## config.mk

```make
export PLATFORM = sky130hd
export DESIGN_NAME = motor_cmd_sequencer
export DESIGN_NICKNAME = d
export VERILOG_FILES = /design/src/rtl/motor_cmd_sequencer.sv
export SDC_FILE = /design/constraint.sdc
export NUM_CORES = 1
export LEC_CHECK = 0
export CORE_ASPECT_RATIO = 0.7
export CORE_MARGIN = 2
export CORE_UTILIZATION = 54
export DETAILED_ROUTE_END_ITERATION = 6
export PLACE_DENSITY = 0.81
export SYNTH_ARGS = -nofsm -noshare
export SYNTH_HDL_FRONTEND = slang
export SYNTH_SLANG_ARGS = --single-unit
```

## constraint.sdc

```tcl
create_clock -name clk -period 3.9 [get_ports clk]
set_clock_uncertainty 0.15 [all_clocks]
set_input_delay 0.585 -clock clk [delete_from_list [all_inputs] [get_ports clk]]
set_output_delay 0.585 -clock clk [all_outputs]
set_load 0.02 [all_outputs]
```

## src/rtl/motor_cmd_sequencer.sv

```systemverilog
// Motor duty sequencer: ramps duty_out toward the commanded target on a
// prescaled tick, latches hall faults and snapshots the speed counters.
module motor_cmd_sequencer #(
    parameter int DUTY_WIDTH   = 10,
    parameter int RAMP_DIV     = 1000,
    parameter int RAMP_STEP    = 8,
    parameter int FAULT_CYCLES = 64
) (
    input  logic                  clk,
    input  logic                  reset_n,
    input  logic                  enable,
    input  logic                  cmd_valid,
    input  logic [DUTY_WIDTH-1:0] cmd_duty,
    output logic                  cmd_ready,
    input  logic                  fault_clear,
    input  logic [2:0]            hall,
    input  logic [7:0]            hall_count,
    input  logic [15:0]           enc_count,
    output logic [DUTY_WIDTH-1:0] duty_out,
    output logic                  fault,
    output logic                  snap_valid,
    output logic [7:0]            snap_hall,
    output logic [15:0]           snap_enc
);

    typedef enum logic [1:0] {
        IDLE  = 2'd0,
        RUN   = 2'd1,
        FAULT = 2'd2
    } state_t;

    state_t                state, state_nxt;
    logic [15:0]           presc;
    logic [15:0]           inv_cnt;
    logic [DUTY_WIDTH-1:0] target;
    logic [DUTY_WIDTH-1:0] duty_nxt;
    logic                  out_en;
    logic                  tick;
    logic                  hall_bad;
    logic                  trip;
    logic [DUTY_WIDTH:0]   step_w;
    logic [DUTY_WIDTH:0]   tgt_w;
    logic [DUTY_WIDTH:0]   duty_w;

    assign tick     = (presc == 16'(RAMP_DIV - 1));
    assign hall_bad = (hall == 3'b000) || (hall == 3'b111);
    assign trip     = hall_bad && (inv_cnt >= 16'(FAULT_CYCLES - 1));
    // out_en keeps cmd_ready low until the first edge after reset release
    assign cmd_ready = out_en && (state != FAULT);

    assign step_w = (DUTY_WIDTH + 1)'(RAMP_STEP);
    assign tgt_w  = {1'b0, target};
    assign duty_w = {1'b0, duty_out};

    always_comb begin
        state_nxt = state;
        unique case (state)
            IDLE: begin
                if (trip)        state_nxt = FAULT;
                else if (enable) state_nxt = RUN;
            end
            RUN: begin
                if (trip)         state_nxt = FAULT;
                else if (!enable) state_nxt = IDLE;
            end
            FAULT: begin
                if (fault_clear && !hall_bad) state_nxt = IDLE;
            end
            default: state_nxt = IDLE;
        endcase
    end

    // Each branch is guarded so the step never crosses the target or wraps
    always_comb begin
        duty_nxt = duty_out;
        if (tgt_w > duty_w) begin
            if (tgt_w - duty_w <= step_w) duty_nxt = target;
            else duty_nxt = DUTY_WIDTH'(duty_w + step_w);
        end else if (tgt_w < duty_w) begin
            if (duty_w - tgt_w <= step_w) duty_nxt = target;
            else duty_nxt = DUTY_WIDTH'(duty_w - step_w);
        end
    end

    always_ff @(posedge clk or negedge reset_n) begin
        if (!reset_n) begin
            state      <= IDLE;
            presc      <= '0;
            inv_cnt    <= '0;
            target     <= '0;
            duty_out   <= '0;
            fault      <= 1'b0;
            out_en     <= 1'b0;
            snap_valid <= 1'b0;
            snap_hall  <= '0;
            snap_enc   <= '0;
        end else begin
            state  <= state_nxt;
            out_en <= 1'b1;
            fault  <= (state_nxt == FAULT);
            presc  <= tick ? '0 : presc + 16'd1;

            if (!hall_bad)
                inv_cnt <= '0;
            else if (inv_cnt < 16'(FAULT_CYCLES))
                inv_cnt <= inv_cnt + 16'd1;

            if (state_nxt == FAULT || state == FAULT ||
                (state == RUN && state_nxt == IDLE))
                target <= '0;
            else if (cmd_valid && cmd_ready)
                target <= cmd_duty;

            if (state_nxt != RUN)
                duty_out <= '0;
            else if (state == RUN && tick)
                duty_out <= duty_nxt;

            snap_valid <= tick;
            if (tick) begin
                snap_hall <= hall_count;
                snap_enc  <= enc_count;
            end
        end
    end

endmodule

```

## After elaboration in Yosys (flattened, before gate mapping)

Cells that the tools add are included.

- Add/sub/neg operators: 6
- Multiply operators: 0
- Divide/modulo/power cells: 0
- Magnitude comparators: 6
- Equality and inequality tests: 8
- Shifts and indexed selects: 0
- Mux-type cells: 17
- Bitwise gates (word level): 0
- Reduce and logical (&&, ||, !) cells: 17

Operator list:

| operator | number |
|---|---|
| 10-bit two-way mux | 8 |
| 16-bit two-way mux | 3 |
| 16-bit by 1-bit adder with 16-bit output (second input constant) | 2 |
| 11-bit by 4-bit less-or-equal comparator with 1-bit output (second input constant) | 2 |
| 10-bit by 10-bit subtractor with 11-bit output | 2 |
| 16-bit by 10-bit equality test with 1-bit output (second input constant) | 1 |
| 16-bit by 6-bit greater-or-equal comparator with 1-bit output (second input constant) | 1 |
| 16-bit by 7-bit < comparator with 1-bit output (second input constant) | 1 |
| 10-bit by 4-bit adder with 10-bit output (second input constant) | 1 |
| 10-bit greater-than comparator | 1 |
| 10-bit < comparator | 1 |
| 2-bit two-way mux | 5 |
| 10-bit by 4-bit subtractor with 10-bit output (second input constant) | 1 |
| 1-bit logical AND | 6 |
| 2-bit case mux with 3 select lines | 1 |
| 2-bit equality test (second input constant) | 2 |
| 2-bit logical NOT | 2 |
| 2-bit by 1-bit != test with 1-bit output (second input constant) | 2 |
| 2-bit nonzero test | 2 |
| 3-bit equality test (second input constant) | 1 |
| 3-bit logical NOT | 1 |
| 1-bit logical OR | 3 |
| 3-bit nonzero test | 1 |
| 2-bit by 1-bit equality test with 1-bit output (second input constant) | 1 |
| other kinds (3) | 3 |

- Flip-flop bits (word level): 81
- Latch bits: 0
- Bits in writable memories: 0
- ROM bits: 0
- Logic and storage cells: 64
- Memories: 0

## Longest topological paths before layout

Gate-level depths: netlist of the first run.

- Word-level depth: 10
- Gate-level depth with buffers: 13

## Worst setup path before layout of the first run

Ideal clock, no wire load.

- Kind: reg2reg
- From: register duty_out[5]
- To: register duty_out[4]
- Library setup time: 0.121 ns
- Arrival time: 2.813 ns
- Slack: 0.816 ns
- Stages on the path, launching flop included: 11
- Period minus slack after synthesis: 3.084 ns
- Cell sequence: dfrtp_1 inv_1 ha_1 buf_2 or3_1 a222oi_1 o211ai_1 o31ai_2 mux2i_1 nand3b_1 a22o_1

- Cells in the longest elaborated chain, start to end: 7

RTL lines:

| element | RTL line | RTL |
|---|---|---|
| start, declared | 19 | `output logic [DUTY_WIDTH-1:0] duty_out,` |
| start signal, assigned | 117 | `duty_out <= duty_nxt;` |
| 10-bit by 10-bit subtractor with 11-bit output | 80 | `if (duty_w - tgt_w <= step_w) duty_nxt = target;` |
| 11-bit by 4-bit less-or-equal comparator with 1-bit output | 80 |  |
| 10-bit two-way mux | 80 |  |
| 10-bit two-way mux | 79 | `end else if (tgt_w < duty_w) begin` |
| 10-bit two-way mux | 76 | `if (tgt_w > duty_w) begin` |
| 10-bit two-way mux | 116 | `else if (state == RUN && tick)` |
| 10-bit two-way mux | 114 | `if (state_nxt != RUN)` |

Several ways; a longest one is shown, not always the timed one. The select of a mux whose other input is x is not followed.
A chain may end at the register's enable or synchronous reset.

## Final worst setup path of the first run

- From: register duty_out[4]
- To: register duty_out[3]

Same word-level chain as after synthesis.

==> results.sh, run 1 <==
export IMPL_synth_area_mux_share_pct=6.88
export IMPL_stdcell_area_um2=5980
export IMPL_tns_ns=0
export IMPL_synth_edf_count=0
export IMPL_worstPathRequired_ns=3.97
export IMPL_power_density_nw_per_um2=366
export IMPL_area_growth_pct=26.0
export IMPL_whs_ns=0.255
export IMPL_dpl_hpwl_mm=8.61
export IMPL_layout_setup_ws_ns=0.226
export IMPL_grt_pass1_vias=4013
export IMPL_seq_area_frac_synth_pct=42.7
export IMPL_slowest_stage="ha_1"
export IMPL_startpoint_type="register"
export IMPL_start_util_pct=56.0
export IMPL_cts_resized=0
export IMPL_syn_avg_cell_area_um2=9.45
export IMPL_numClockSinks=81
export IMPL_netlist_top_cell_by_area="dfrtp_1"
export IMPL_ys_top_cells_by_area="dfrtp_1 43%, ha_1 6.3%, mux2_2 5.7%, nand2_1 4.7%, a21oi_1 3.6%"
export IMPL_synth_flop_cell="dfrtp_1"
export IMPL_vias=4159
export IMPL_drcViolationCount=0
export IMPL_synth_compound_area_share_pct=14.0
export IMPL_die_area_um2=9560
export IMPL_synth_seq_cells=81
export IMPL_synthXorXnorAreaFrac_pct=5.70
export IMPL_ir_worst_vdd_mv=0.290
export IMPL_cpPeakStageDelay_ns=0.48
export IMPL_synthSimpleGateAreaFrac_pct=20.4
export IMPL_synth_top_family_by_area="simple AND/OR/NAND/NOR gates"
export IMPL_critPathArrivalTime_ns=3.74
export IMPL_crit_start="duty_out[4]"
export IMPL_min_period_ns=3.67
export IMPL_hold_violations=0
export IMPL_rows=28
export IMPL_vias_per_cell=5.90
export IMPL_reg2regPathDepth=11
export IMPL_min_path_type="input port to async pin"
export IMPL_dpl_cell_area_um2=5630
export IMPL_drtAntennaViolNets=0
export IMPL_synthArstFlopShare_pct=100
export IMPL_syn_cell_area_um2=4740
export IMPL_final_util_pct=70.5
export IMPL_status="finished clean"
export IMPL_grt_util_all_layers_pct=27.0
export IMPL_clock_latency_ns=0.33
export IMPL_hold_buffers=0
export IMPL_portBuffers=78
export IMPL_grt_first_pass_wirelength_mm=19.9
export IMPL_syn_nets=568
export IMPL_synth_top_area_share_pct=42.7
export IMPL_path_cells="inv_1 > ha_1 > a21oi_1 > inv_1 > a221oi_2 > mux2i_1 > nand2_1 > nor3_2 > mux2_4 > mux2i_1 > o21ai_1"
export IMPL_cp_depth=11
export IMPL_grt_max_degree=82
export IMPL_post_cts_buffers=0
export IMPL_cap_violations=0
export IMPL_r2r_start="duty_out[4]"
export IMPL_drive_gt1_share_pct=10.9
export IMPL_syn_inst=502
export IMPL_gr_total_overflow=0
export IMPL_core_um2=8480
export IMPL_crit_type="register to register"
export IMPL_final_common_cell="dfrtp_1"
export IMPL_numCtsBuffers=9
export IMPL_die_height_um=82.4
export IMPL_path_buf_inv=2
export IMPL_drtIter0Drc=440
export IMPL_p_total_mw=2.19
export IMPL_cts_buffer_depth=2
export IMPL_layout_cells_non_filler=705
export IMPL_cts_max_level=3
export IMPL_worst_slew_pin_slew_ns=0.987
export IMPL_place_congestion=0.994
export IMPL_post_route_period_util_pct=94.2
export IMPL_clk_pin_slew_worst_paths_ns=0.06
export IMPL_dr_pass1_iters=5
export IMPL_io_pins=79
export IMPL_dp_cells=689
export IMPL_relSlewSlack_pct=34.2
export IMPL_cts_tree="done"
export IMPL_synthAdderAreaFrac_pct=6.33
export IMPL_drt_total_wl_mm=11.9
export IMPL_wl_per_cell_um=16.9
export IMPL_mostFrequentLayoutCells="81 x dfrtp_1, 77 x clkdlybuf4s50_1, 59 x nand2_1"
export IMPL_path_max_fanout=13
export IMPL_cts_root_buffer="clkbuf_16"
export IMPL_antenna_found_initial=0
export IMPL_critical_path_top_delay_family="compound AO/OA/AOI/OAI gates"
export IMPL_preCtsSetupSlack_ns=0.363
export IMPL_end_kind="register"
export IMPL_fill_cells=635
export IMPL_yosysWarnings=0
export IMPL_die_width_um=116
export IMPL_setup_viol=0
export IMPL_fmax_ghz=0.272
export IMPL_rsz0062_at_grt="false"
export IMPL_p_leak_nw=2.62
export IMPL_num_antenna_cells=0
export IMPL_synth_cell_types=61
export IMPL_slew_viol_final=0
export IMPL_nNetsFinal=646
## kinds of logic after synthesis
| logic type | after synthesis |
|---|---|
| and+or+nand+nor | 195 |
| AOI/OAI and AO/OA | 100 |
| DFF | 81 |
| buffers and inverters | 42 |
| xor gates and xnor gates | 30 |
| muxes | 29 |
| adders and majority gates | 24 |
| other | 1 |
## path summary, 6_finish.rpt
| path | to | slack, ns |
|---|---|---|
| setup / recovery | duty_out[3] | 0.23 |
| hold reg to reg | presc[0] | 0.32 |
| setup reg to reg | duty_out[3] | 0.23 |
| hold / removal | inv_cnt[7] | 0.25 |
| max in group asynchronous | presc[5] | 2.70 |
| min in group clk | presc[0] | 0.32 |
## layer usage
layer,GRT usage [%],vias up,wire length [µm]
met5,0,-,0
met4,8.21,0,205
met3,8.61,21,1280
met2,38.9,216,5060
met1,39.0,1999,5380
li1,-,1923,-
## state kept, by name, indices dropped and copies added (netlist names)
| name | cells |
|---|---|
| snap_hall | 8 |
| snap_enc | 16 |
| out_en | 1 |
| snap_valid | 1 |
| inv_cnt | 16 |
| state | 2 |
| fault | 1 |
| target | 10 |
| duty_out | 10 |
| presc | 16 |
## cell type report
| type | count | area (µm²) | share of cell area, % |
|---|---|---|---|
| flip-flops and latches | 81 | 2030 | 33.9 |
| clock inverters | 5 | 103 | 1.72 |
| inverters | 26 | 97.6 | 1.63 |
| well taps | 120 | 150 | 2.51 |
| repair buffers | 83 | 816 | 13.6 |
| multi-input cells | 379 | 2540 | 42.5 |
| clock buffers | 11 | 243 | 4.06 |
## power breakdown
group          leakage [nW]  switching [mW]  internal (mW)  total, mW
registers              1.10          0.0150          0.852      0.867
clock network         0.166           0.318          0.641      0.959
logic                  1.35           0.211          0.149      0.360
## worst register-to-register path: stages, from the launching register on
cell and delay [ns]:
dfrtp_1 0.47, inv_1 0.10, ha_1 0.48, a21oi_1 0.45
inv_1 0.11, a221oi_2 0.33, mux2i_1 0.24, nand2_1 0.11
nor3_2 0.44, mux2_4 0.37, mux2i_1 0.23, o21ai_1 0.07
## synthesized netlist by cell type (3+ instances only)
master    count
nand4_1       8
nand2_1      59
nor2b_1       4
clkbuf_1      6
ha_1         24
mux2i_1       3
mux2_2       24
buf_2         6
xnor2_1      14
a211o_1       4
nand2b_1      6
o21ai_0      12
nand3b_1      4
and3_1        4
nand3_1      23
a31oi_1       3
inv_1        25
nor2_2        3
xor2_1       15
nor3_1       13
or3_1         5
dfrtp_1      81
and2_1       12
o21ai_1      11
o21a_1        3
a21oi_1      34
nor2_1       39
nor4_1        7
o211ai_1      8
(Power assumes the default switching activity.)
==> run 2: changes to the inputs <==
--- a/config.mk
+++ b/config.mk
@@ -5,6 +5,7 @@
 export SDC_FILE = /design/constraint.sdc
 export NUM_CORES = 1
 export LEC_CHECK = 0
+export CAP_MARGIN = 20
 export CORE_ASPECT_RATIO = 0.7
 export CORE_MARGIN = 2
 export CORE_UTILIZATION = 54
==> results.sh, run 2 (synthesis gave the netlist of run 1 again) <==
export IMPL_status="finished clean"
export IMPL_p_leak_nw=2.64
export IMPL_final_util_pct=71.0
export IMPL_worst_slew_pin_slew_ns=0.628
export IMPL_cts_tree="done"
export IMPL_rsz0062_at_grt="false"
export IMPL_cap_violations=0
export IMPL_min_period_ns=3.66
export IMPL_setup_viol=0
export IMPL_r2r_start="duty_out[3]"
export IMPL_clock_latency_ns=0.33
export IMPL_vias=4146
export IMPL_fmax_ghz=0.273
export IMPL_numClockSinks=81
export IMPL_min_path_type="register to register"
export IMPL_place_congestion=0.994
export IMPL_end_kind="register"
export IMPL_cts_resized=0
export IMPL_gr_total_overflow=0
export IMPL_die_height_um=82.4
export IMPL_post_route_period_util_pct=93.8
export IMPL_drcViolationCount=0
export IMPL_hold_violations=0
export IMPL_grt_max_degree=82
export IMPL_io_pins=79
export IMPL_drtAntennaViolNets=0
export IMPL_die_width_um=116
export IMPL_worstPathRequired_ns=3.97
export IMPL_ir_worst_vdd_mv=0.289
export IMPL_top_regs="inv_cnt: 16 flops, presc: 16 flops, snap_enc: 16 flops"
export IMPL_startpoint_type="register"
export IMPL_slew_viol_final=0
export IMPL_dpl_hpwl_mm=8.61
export IMPL_layout_cells_non_filler=707
export IMPL_portBuffers=78
export IMPL_regToRegEndpoint="duty_out[4]"
export IMPL_area_growth_pct=26.8
export IMPL_grt_util_all_layers_pct=27.0
export IMPL_nNetsFinal=648
export IMPL_relSlewSlack_pct=57.0
export IMPL_start_util_pct=56.0
export IMPL_drtIter0Drc=397
export IMPL_num_antenna_cells=0
export IMPL_final_common_cell="dfrtp_1"
export IMPL_drive_gt1_share_pct=11.1
export IMPL_mostFrequentLayoutCells="81 x dfrtp_1, 77 x clkdlybuf4s50_1, 59 x nand2_1"
export IMPL_crit_type="register to register"
export IMPL_cts_max_level=3
export IMPL_critPathArrivalTime_ns=3.73
export IMPL_reg2regPathDepth=11
export IMPL_min_delay_start="presc[0]"
export IMPL_grt_pass1_vias=4013
export IMPL_clk_pin_slew_worst_paths_ns=0.06
export IMPL_path_max_fanout=11
export IMPL_cts_buffer_depth=2
export IMPL_numCtsBuffers=9
export IMPL_dr_pass1_iters=5
export IMPL_power_density_nw_per_um2=364
export IMPL_grt_first_pass_wirelength_mm=19.9
export IMPL_antenna_found_initial=0
export IMPL_core_um2=8480
export IMPL_cts_root_buffer="clkbuf_16"
export IMPL_vias_per_cell=5.86
export IMPL_drt_total_wl_mm=11.9
export IMPL_dp_cells=689
export IMPL_rows=28
export IMPL_worst_r2r_setup_slack_ns=0.24
export IMPL_tns_ns=0
export IMPL_min_to="presc[0]"
export IMPL_wl_per_cell_um=16.8
export IMPL_worstHoldPathCells=1
export IMPL_die_area_um2=9560
[run 2: critical path, stage by stage, from the launching register on]
cell and delay, ns:
dfrtp_1 0.50, inv_1 0.13, ha_1 0.53, nand2_1 0.15
a211oi_2 0.32, o21ai_1 0.17, a222oi_1 0.47, o211ai_1 0.23
o31ai_2 0.38, mux2i_1 0.23, nand3b_1 0.10, a22o_1 0.20
[run 2: per-layer routing]
| metal | global-route usage [%] | routed length [µm] |
|---|---|---|
| met5 | 0 | 0 |
| met4 | 8.21 | 209 |
| met3 | 8.61 | 1250 |
| met2 | 38.9 | 5030 |
| met1 | 39.0 | 5420 |
[run 2: repair_timing]
action	4_1_cts	5_1_grt
hold buffers	0	1
endpoints found under the hold margin	0	5
setup buffers	0	0
[run 2: worst max-delay path by stage]
stage | startpoint | endpoint | slack, ns | cells past startpoint
after detailed placement | duty_out[3] | duty_out[4] | 0.36 | 11
after floorplan | duty_out[5] | duty_out[4] | 0.82 | 10
after global routing | duty_out[3] | duty_out[4] | 0.03 | 11
final | duty_out[3] | duty_out[4] | 0.24 | 11
after global placement | duty_out[3] | duty_out[4] | 0.33 | 11
after CTS | duty_out[4] | duty_out[3] | 0.35 | 11
[run 2: cell type report]
cell class / count / area, µm²
clock inverter: 5 / 103
tap: 120 / 150
multi-input combinational: 379 / 2540
timing repair buffer: 85 / 853
fill: 631 / 2460
clock buffer: 11 / 243
sequential: 81 / 2030
inverter: 26 / 97.6
[run 2: where the power goes]
group	internal [mW]	leakage (nW)	switching, mW	total, mW
logic	0.153	1.37	0.212	0.365
registers	0.852	1.10	0.0150	0.867
clock network	0.641	0.166	0.316	0.957
total	1.65	2.64	0.543	2.19
[run 2: stage by stage]
stage	instance area (µm²)	hold WS, ns	power, mW	worst slack (ns)
after global routing	6020	0.355	2.28	0.0288
after floorplan	4740	0.139	1.12	0.816
after CTS	5980	0.305	2.20	0.349
after detailed placement	5630	0.316	1.23	0.363
final	6020	0.318	2.19	0.243
after global placement	5630	0.303	1.23	0.334
